<file path="src/rtl/mul4_fitness_eval.sv">
// rtl/mul4_fitness_eval.sv - exhaustive-lane scoring harness for 2x2 bit-sliced multiplier candidates
module mul4_fitness_eval #(
  parameter int LATENCY = 1,
  parameter int ID_W    = 8
) (
  input  logic            clk,
  input  logic            rst_n,
  input  logic            start_valid,
  output logic            start_ready,
  input  logic [ID_W-1:0] cand_id,
  output logic [15:0]     a1,
  output logic [15:0]     a0,
  output logic [15:0]     b1,
  output logic [15:0]     b0,
  input  logic [15:0]     y3,
  input  logic [15:0]     y2,
  input  logic [15:0]     y1,
  input  logic [15:0]     y0,
  output logic            res_valid,
  input  logic            res_ready,
  output logic [6:0]      score,
  output logic [15:0]     err3,
  output logic [15:0]     err2,
  output logic [15:0]     err1,
  output logic [15:0]     err0,
  output logic            perfect,
  output logic [6:0]      best_score,
  output logic [ID_W-1:0] best_id,
  input  logic            clr_best
);

  // Lane i carries a = i[3:2], b = i[1:0]; these vectors enumerate all 16 operand pairs.
  localparam logic [15:0] OP_A1 = 16'hFF00;
  localparam logic [15:0] OP_A0 = 16'hF0F0;
  localparam logic [15:0] OP_B1 = 16'hCCCC;
  localparam logic [15:0] OP_B0 = 16'hAAAA;

  // Reference product bits for the same 16 lanes.
  localparam logic [15:0] GOLD_3 = 16'h8000;
  localparam logic [15:0] GOLD_2 = 16'h4C00;
  localparam logic [15:0] GOLD_1 = 16'h6AC0;
  localparam logic [15:0] GOLD_0 = 16'hA0A0;

  localparam logic [3:0] SETTLE_LOAD = 4'(LATENCY);
  localparam logic [6:0] FULL_SCORE  = 7'd64;

  typedef enum logic [1:0] {
    IDLE   = 2'd0,
    SETTLE = 2'd1,
    COUNT  = 2'd2,
    DONE   = 2'd3
  } state_t;

  state_t          state_q;
  state_t          state_d;
  logic [3:0]      settle_cnt;
  logic [1:0]      word_idx;
  logic [6:0]      acc;
  logic [ID_W-1:0] id_q;

  logic [15:0]     err_word;
  logic [4:0]      word_ones;
  logic [6:0]      acc_next;
  logic            accept;
  logic            sample;
  logic            last_word;

  function automatic logic [4:0] popcount16(input logic [15:0] w);
    logic [4:0] c;
    c = '0;
    for (int i = 0; i < 16; i++) begin
      c = c + {4'b0000, w[i]};
    end
    return c;
  endfunction

  // Next-state decode plus the state-derived handshake and operand outputs
  always_comb begin
    state_d     = state_q;
    start_ready = 1'b0;
    res_valid   = 1'b0;
    a1          = '0;
    a0          = '0;
    b1          = '0;
    b0          = '0;
    accept      = 1'b0;
    sample      = 1'b0;
    last_word   = 1'b0;
    case (state_q)
      IDLE: begin
        start_ready = 1'b1;
        if (start_valid) begin
          accept  = 1'b1;
          state_d = SETTLE;
        end
      end
      SETTLE: begin
        a1 = OP_A1;
        a0 = OP_A0;
        b1 = OP_B1;
        b0 = OP_B0;
        // The counter hits zero on this edge, so y has had LATENCY edges to settle.
        if (settle_cnt <= 4'd1) begin
          sample  = 1'b1;
          state_d = COUNT;
        end
      end
      COUNT: begin
        if (word_idx == 2'd3) begin
          last_word = 1'b1;
          state_d   = DONE;
        end
      end
      DONE: begin
        res_valid = 1'b1;
        if (res_ready) begin
          state_d = IDLE;
        end
      end
      default: state_d = IDLE;
    endcase
  end

  // Select this COUNT cycle's mismatch word and charge its ones against the accumulator
  always_comb begin
    case (word_idx)
      2'd0:    err_word = err0;
      2'd1:    err_word = err1;
      2'd2:    err_word = err2;
      default: err_word = err3;
    endcase
    word_ones = popcount16(err_word);
    acc_next  = acc - {2'b00, word_ones};
  end

  // State register
  always_ff @(posedge clk) begin
    if (!rst_n) begin
      state_q <= IDLE;
    end else begin
      state_q <= state_d;
    end
  end

  // Evaluation datapath: settle timer, sampled error masks, score accumulator
  always_ff @(posedge clk) begin
    if (!rst_n) begin
      settle_cnt <= '0;
      word_idx   <= '0;
      acc        <= '0;
      id_q       <= '0;
      err3       <= '0;
      err2       <= '0;
      err1       <= '0;
      err0       <= '0;
      score      <= '0;
    end else begin
      if (accept) begin
        id_q       <= cand_id;
        settle_cnt <= SETTLE_LOAD;
      end
      if (state_q == SETTLE) begin
        settle_cnt <= settle_cnt - 4'd1;
      end
      if (sample) begin
        err3     <= y3 ^ GOLD_3;
        err2     <= y2 ^ GOLD_2;
        err1     <= y1 ^ GOLD_1;
        err0     <= y0 ^ GOLD_0;
        acc      <= FULL_SCORE;
        word_idx <= '0;
      end
      if (state_q == COUNT) begin
        word_idx <= word_idx + 2'd1;
        acc      <= acc_next;
      end
      if (last_word) begin
        score <= acc_next;
      end
    end
  end

  // Best-candidate tracker; a clear on the same edge as an update takes priority
  always_ff @(posedge clk) begin
    if (!rst_n || clr_best) begin
      best_score <= '0;
      best_id    <= '0;
    end else if (last_word && (acc_next > best_score)) begin
      best_score <= acc_next;
      best_id    <= id_q;
    end
  end

  assign perfect = (score == FULL_SCORE);

endmodule

</file>
<file path="config.mk">
export PLATFORM = sky130hd
export DESIGN_NAME = mul4_fitness_eval
export DESIGN_NICKNAME = d
export VERILOG_FILES = /design/src/rtl/mul4_fitness_eval.sv
export SDC_FILE = /design/constraint.sdc
export NUM_CORES = 1
export LEC_CHECK = 0
export CORE_MARGIN = 1
export CORE_UTILIZATION = 45
export CTS_BUF_LIST = sky130_fd_sc_hd__clkbuf_4 sky130_fd_sc_hd__clkbuf_8
export DETAILED_ROUTE_END_ITERATION = 7
export PLACE_DENSITY_LB_ADDON = 0.3
export SLEW_MARGIN = 20
export SYNTH_ARGS = -nofsm -noshare
export SYNTH_HDL_FRONTEND = slang
export SYNTH_SLANG_ARGS = --single-unit
export TNS_END_PERCENT = 1
</file>
<file path="constraint.sdc">
create_clock -name clk -period 10.3 [get_ports clk]
set_input_delay 2.06 -clock clk [delete_from_list [all_inputs] [get_ports clk]]
set_output_delay 2.06 -clock clk [all_outputs]
set_load 0.03 [all_outputs]
</file>
# After elaboration in Yosys (flattened, before gate mapping)
# Cells that the tools add are included.
# word_totals
out_inout_bits,153
register_bits,109
# op_classes
add_sub_neg,18
n_reduce_logical,8
n_eq_ne,11
order_cmp,2
mux,24
bitwise_logic,4
# op_table
operator,count
16-bit 2-to-1 mux,4
5-bit by 1-bit adder with 5-bit output,11
16-bit case mux with 3 select lines,1
7-bit 2-to-1 mux,2
2-bit 2-to-1 mux,6
"2-bit equality test, second input constant",4
1-bit 2-to-1 mux,8
4-bit 2-to-1 mux,2
"2-bit != test, second input constant",4
2-bit case mux with 4 select lines,1
"7-bit equality test, second input constant",1
7-bit greater-than comparator,1
7-bit by 5-bit subtractor with 7-bit output,1
6-bit inverter,1
4-bit by 1-bit adder with 5-bit output,1
3-bit by 1-bit adder with 4-bit output,1
"2-bit by 1-bit equality test with 1-bit output, second input constant",2
"4-bit by 1-bit <= comparator with 1-bit output, second input constant",1
2-bit zero test,2
4-bit inverter,1
4-bit AND reduction,1
2-bit nonzero test,2
"4-bit by 1-bit subtractor with 4-bit output, second input constant",1
2-bit by 1-bit adder with 3-bit output,1
7 further kinds,7

# Depth between registers and ports, before layout
# logic_depth
word_depth,20
mapped_depth,31
mapped_depth_nobuf,29

# Worst setup path after synthesis
# OpenSTA, ideal clock, no wires.
# synth_timing
kind,reg-to-reg
startpoint,register word_idx[0]
endpoint,register best_score[2]
n_path_buf,3
t_arrival_ns,6.782
synth_period_minus_slack_ns,6.909
slack_ns,3.391
stages_incl_launch_ff,30
path_cell_list,dfxtp_1 inv_1 ha_1 clkbuf_1 a222oi_1 a21oi_1 fa_1 fa_1 inv_1 ha_1 or2_2 fa_1 fa_1 inv_1 fa_1 inv_1 ha_1 nor2_1 o21ai_1 a211oi_2 xnor2_1 inv_1 ha_1 and4_4 a21boi_4 o21a_1 buf_6 buf_12 mux2i_1 nor2_1
# synth_via
elab_chain_cells,20
word_cells_on_any_way,25
classes_between,16 x add/sub; 1 x order compare; 3 x eq/ne; 3 x mux; 2 x reduce/logical
# synth_rtl
element,line_no,text
from (decl),57,logic [1:0] word_idx;
from (signal assigned),174,word_idx <= word_idx + 2'd1;
2-bit equality test (tied with other cells),126,case (word_idx)
16-bit case mux with 3 select lines (*),126,
1-bit by 1-bit adder with 2-bit output,72,"c = c + {4'b0000, w[i]};"
2-bit by 1-bit adder with 3-bit output,72,
3-bit by 1-bit adder with 4-bit output,72,
4-bit by 1-bit adder with 5-bit output,72,
5-bit by 1-bit adder with 5-bit output (10 in series),72,
5-bit by 1-bit adder with 5-bit output (*),72,
7-bit by 5-bit subtractor with 7-bit output (*),133,"acc_next = acc - {2'b00, word_ones};"
named net acc_next[6],63,logic [6:0] acc_next;
7-bit greater-than comparator (*),188,end else if (last_word && (acc_next > best_score)) begin
1-bit logical AND (*),188,
to (signal assigned),189,best_score <= acc_next;
to (decl),27,"output logic [6:0] best_score,"
# Mark *: on every way through the listed nets, which the timed path passes. The rest lies on a longest branch.
# A chain may end at the register's enable or synchronous reset.

# Final worst setup path
# layout_timing
startpoint,register word_idx[0]
endpoint,register best_id[6]
# layout_via
elab_chain_cells,20
word_cells_on_any_way,25
classes_between,16 x add/sub; 1 x order compare; 3 x eq/ne; 3 x mux; 2 x reduce/logical
# layout_rtl
element,line_no,text
2-bit equality test (tied with other cells),126,
16-bit case mux with 3 select lines (*),126,
1-bit by 1-bit adder with 2-bit output,72,
2-bit by 1-bit adder with 3-bit output,72,
3-bit by 1-bit adder with 4-bit output,72,
4-bit by 1-bit adder with 5-bit output,72,
5-bit by 1-bit adder with 5-bit output (10 in series),72,
5-bit by 1-bit adder with 5-bit output (*),72,
7-bit by 5-bit subtractor with 7-bit output (*),133,
named net acc_next[6],63,
7-bit greater-than comparator (*),188,
1-bit logical AND (*),188,
to (signal assigned),190,best_id <= id_q;
to (decl),28,"output logic [ID_W-1:0] best_id,"
# Marked as above.

==> reports/qor.yml <==
n_fill_cell: 1133
syn_area_per_cell_um2: 8.26
synth_edf_count: 0
grt_pass1_vias: 4758
skew_ps: 13.4
synth_commonest_cells: "nand2_1, dfxtp_1, a21oi_1, buf_4, nor2_1"
num_rows: 41
yosys.area.top_type: "dfxtp_1"
arrival_ps: 8140
crit_path_end_kind: "flip-flop"
hold_viol: 0
io_buffers: 197
dp_hpwl_um: 11700
cts_buffers: 9
cp_max_fo: 16
ys_seq_area_share_pct: 36.5
period_share_pct: 76.6
crit_required_ps: 10550
ctsResizeCount: 0
io_pins: 230
cts_tree: "built"
finalCriticalPeriod_ps: 7890
clkTransAtPathRegs_ps: 110
grt_max_degree: 85
setup_viol: 0
seqCellArea_um2: 2180
synth_compound_area_share_pct: 16.7
ys_warn_count: 0
drtPass1Iterations: 7
drt-vias-per-instance: 5.05
muxShareOfSynthArea_pct: 1.84
gp_congestion: 0.828
synth_xor_area_share_pct: 1.47
cts_setup_buffers: 0
initial_core_util_pct: 46.7
final_antenna_net_count: 0
grt_overflow: 0
yosys-top-cells-area: "dfxtp_1, nand2_1, buf_4"
status: "finished clean"
die_x_um: 117
drv_slew: 0
routed_wl_um: 16000
track_usage_pct: 23.5
netlist_area_um2: 5970
synth-simple-area-share_pct: 15.8
ys_types: 49
drt-initial-drc-count: 492
final_nets: 993
insertion_delay_ps: 390
remaining_drc_errors: 0
synth-main-ff-cell: "dfxtp_1"
antenna_found_initial: 0
grt_pass1_wl_um: 24500
die_h_um: 117
rsz0062_at_grt: "false"
cts_sinks: 109
cts_root_buf: "clkbuf_8"
clk_path_buf_depth: 2
multi_input_area_um2: 3050
synth-adder-area-share_pct: 13.2
synth-seq-cells: 109
synth_cells: 723
asyncSetResetFlopFracSynth_pct: 0
wl_per_cell_um: 15.3
worstMarginPinSlew_ps: 1030
min_from: "id_q[6]$_SDFFE_PN0P_"
drv_cap: 0
startpoint: "word_idx[0]$_SDFFE_PN0P_"
area_growth_pct: 31.6
drive_above_1_share_pct: 3.91
die-area_um2: 13700
holdWs_ps: 465
synth_top_cell_area_share_pct: 36.5
coreArea_um2: 12800
crit_type: "reg2reg"
synth_most_common_cell: "nand2_1"
synth_top_family_by_area: "compound AO/OA/AOI/OAI gates"
htreeDepth: 3
diodes: 0
reg2reg_from: "word_idx[0]$_SDFFE_PN0P_"
fmax_mhz: 127
max_slew_margin_pct: 31.2
worst_setup_path_start_kind: "flip-flop"
vias: 5257
postCtsHoldBufs: 0
tns_ps: 0
hp-class: "reg2reg"
## layout make-up
class	instances	share of cell area (%)
inverters	54	2.58
repair buffers	199	25.3
clock buffers	9	1.58
well taps	172	2.74
multi-input cells	491	38.9
clock inverters	7	1.16
flip-flops and latches	109	27.8
## critical path: stages, from the launching register on
cell and delay, ps:
dfxtp_1 370, inv_1 100, ha_1 420, a222oi_1 580
a21oi_1 170, fa_1 540, fa_1 540, inv_1 70
ha_1 170, or2_2 290, fa_1 500, fa_1 490
inv_1 50, fa_1 550, inv_1 50, ha_1 190
nor2_1 170, o21ai_1 150, a211oi_2 250, xnor2_1 250
inv_1 90, ha_1 340, and4_4 250, a21boi_4 190
o21a_1 660, mux2i_1 260, nor2_1 60
## kinds of logic after synthesis
group / after synthesis
simple gates: 232
compound gates: 154
buf+inv: 154
flops: 109
fa+ha+maj: 52
mux: 11
xor+xnor: 10
other cells: 1
## through the flow
step,utilization [%],setup WS [ps],std cells,area [um^2]
after floorplan,-,3390,754,6090
after global placement,59.8,2570,1025,7640
after detailed placement,59.8,2420,1025,7640
after CTS,61.5,2390,1041,7850
after global routing,61.5,1800,1041,7860
final,61.5,2410,1041,7860
## routing by layer
layer / global-route usage (%) / vias to the layer above / part of all wire, %
met2: 38.0 / 213 / 48
met3: 5.61 / 20 / 7.2
met4: 7.68 / 0 / 1.7
met1: 31.1 / 2444 / 44
li1: - / 2580 / -
met5: 0 / - / 0
## cells in the final DEF, fill, tap and decap left out, types with 2 or more instances in the layout
master and n:
clkdlybuf4s50_1 197, nand2_1 143, dfxtp_1 109, a21oi_1 87, nor2_1 60, inv_1 51, ha_1 33, conb_1 32
a211oi_1 18, fa_1 18, a222oi_1 17, o21ai_0 13, mux2i_1 11, clkbuf_8 9, xnor2_1 7, nor3_1 7
xor2_1 3, nand2b_1 3, a31oi_1 3, a211oi_2 3, nand3_1 3, and3_1 2, or2_2 2, inv_2 2
o31a_1 2, o31ai_1 2, nand4_1 2, nor2_2 2, inv_6 2, inv_8 2, buf_4 2
## flip-flops by register name, summed over array words and instances (netlist names)
register	cells
score	7
err2	16
acc	7
settle_cnt	4
best_score	7
id_q	8
err0	16
err1	16
word_idx	2
state_q	2
err3	16
best_id	8
## worst paths after layout
kind,to,slack [ps],cells after the start
worst min-delay path,id_q[6]$_SDFFE_PN0P_,460,2
worst max register to register,best_id[6]$_SDFFE_PP0P_,2410,26
worst min register to register,id_q[6]$_SDFFE_PN0P_,460,2
worst max-delay path,best_id[6]$_SDFFE_PP0P_,2410,26
Power is not shown: default switching activity piles up to over one toggle a cycle in this logic, so the estimate is an artifact.
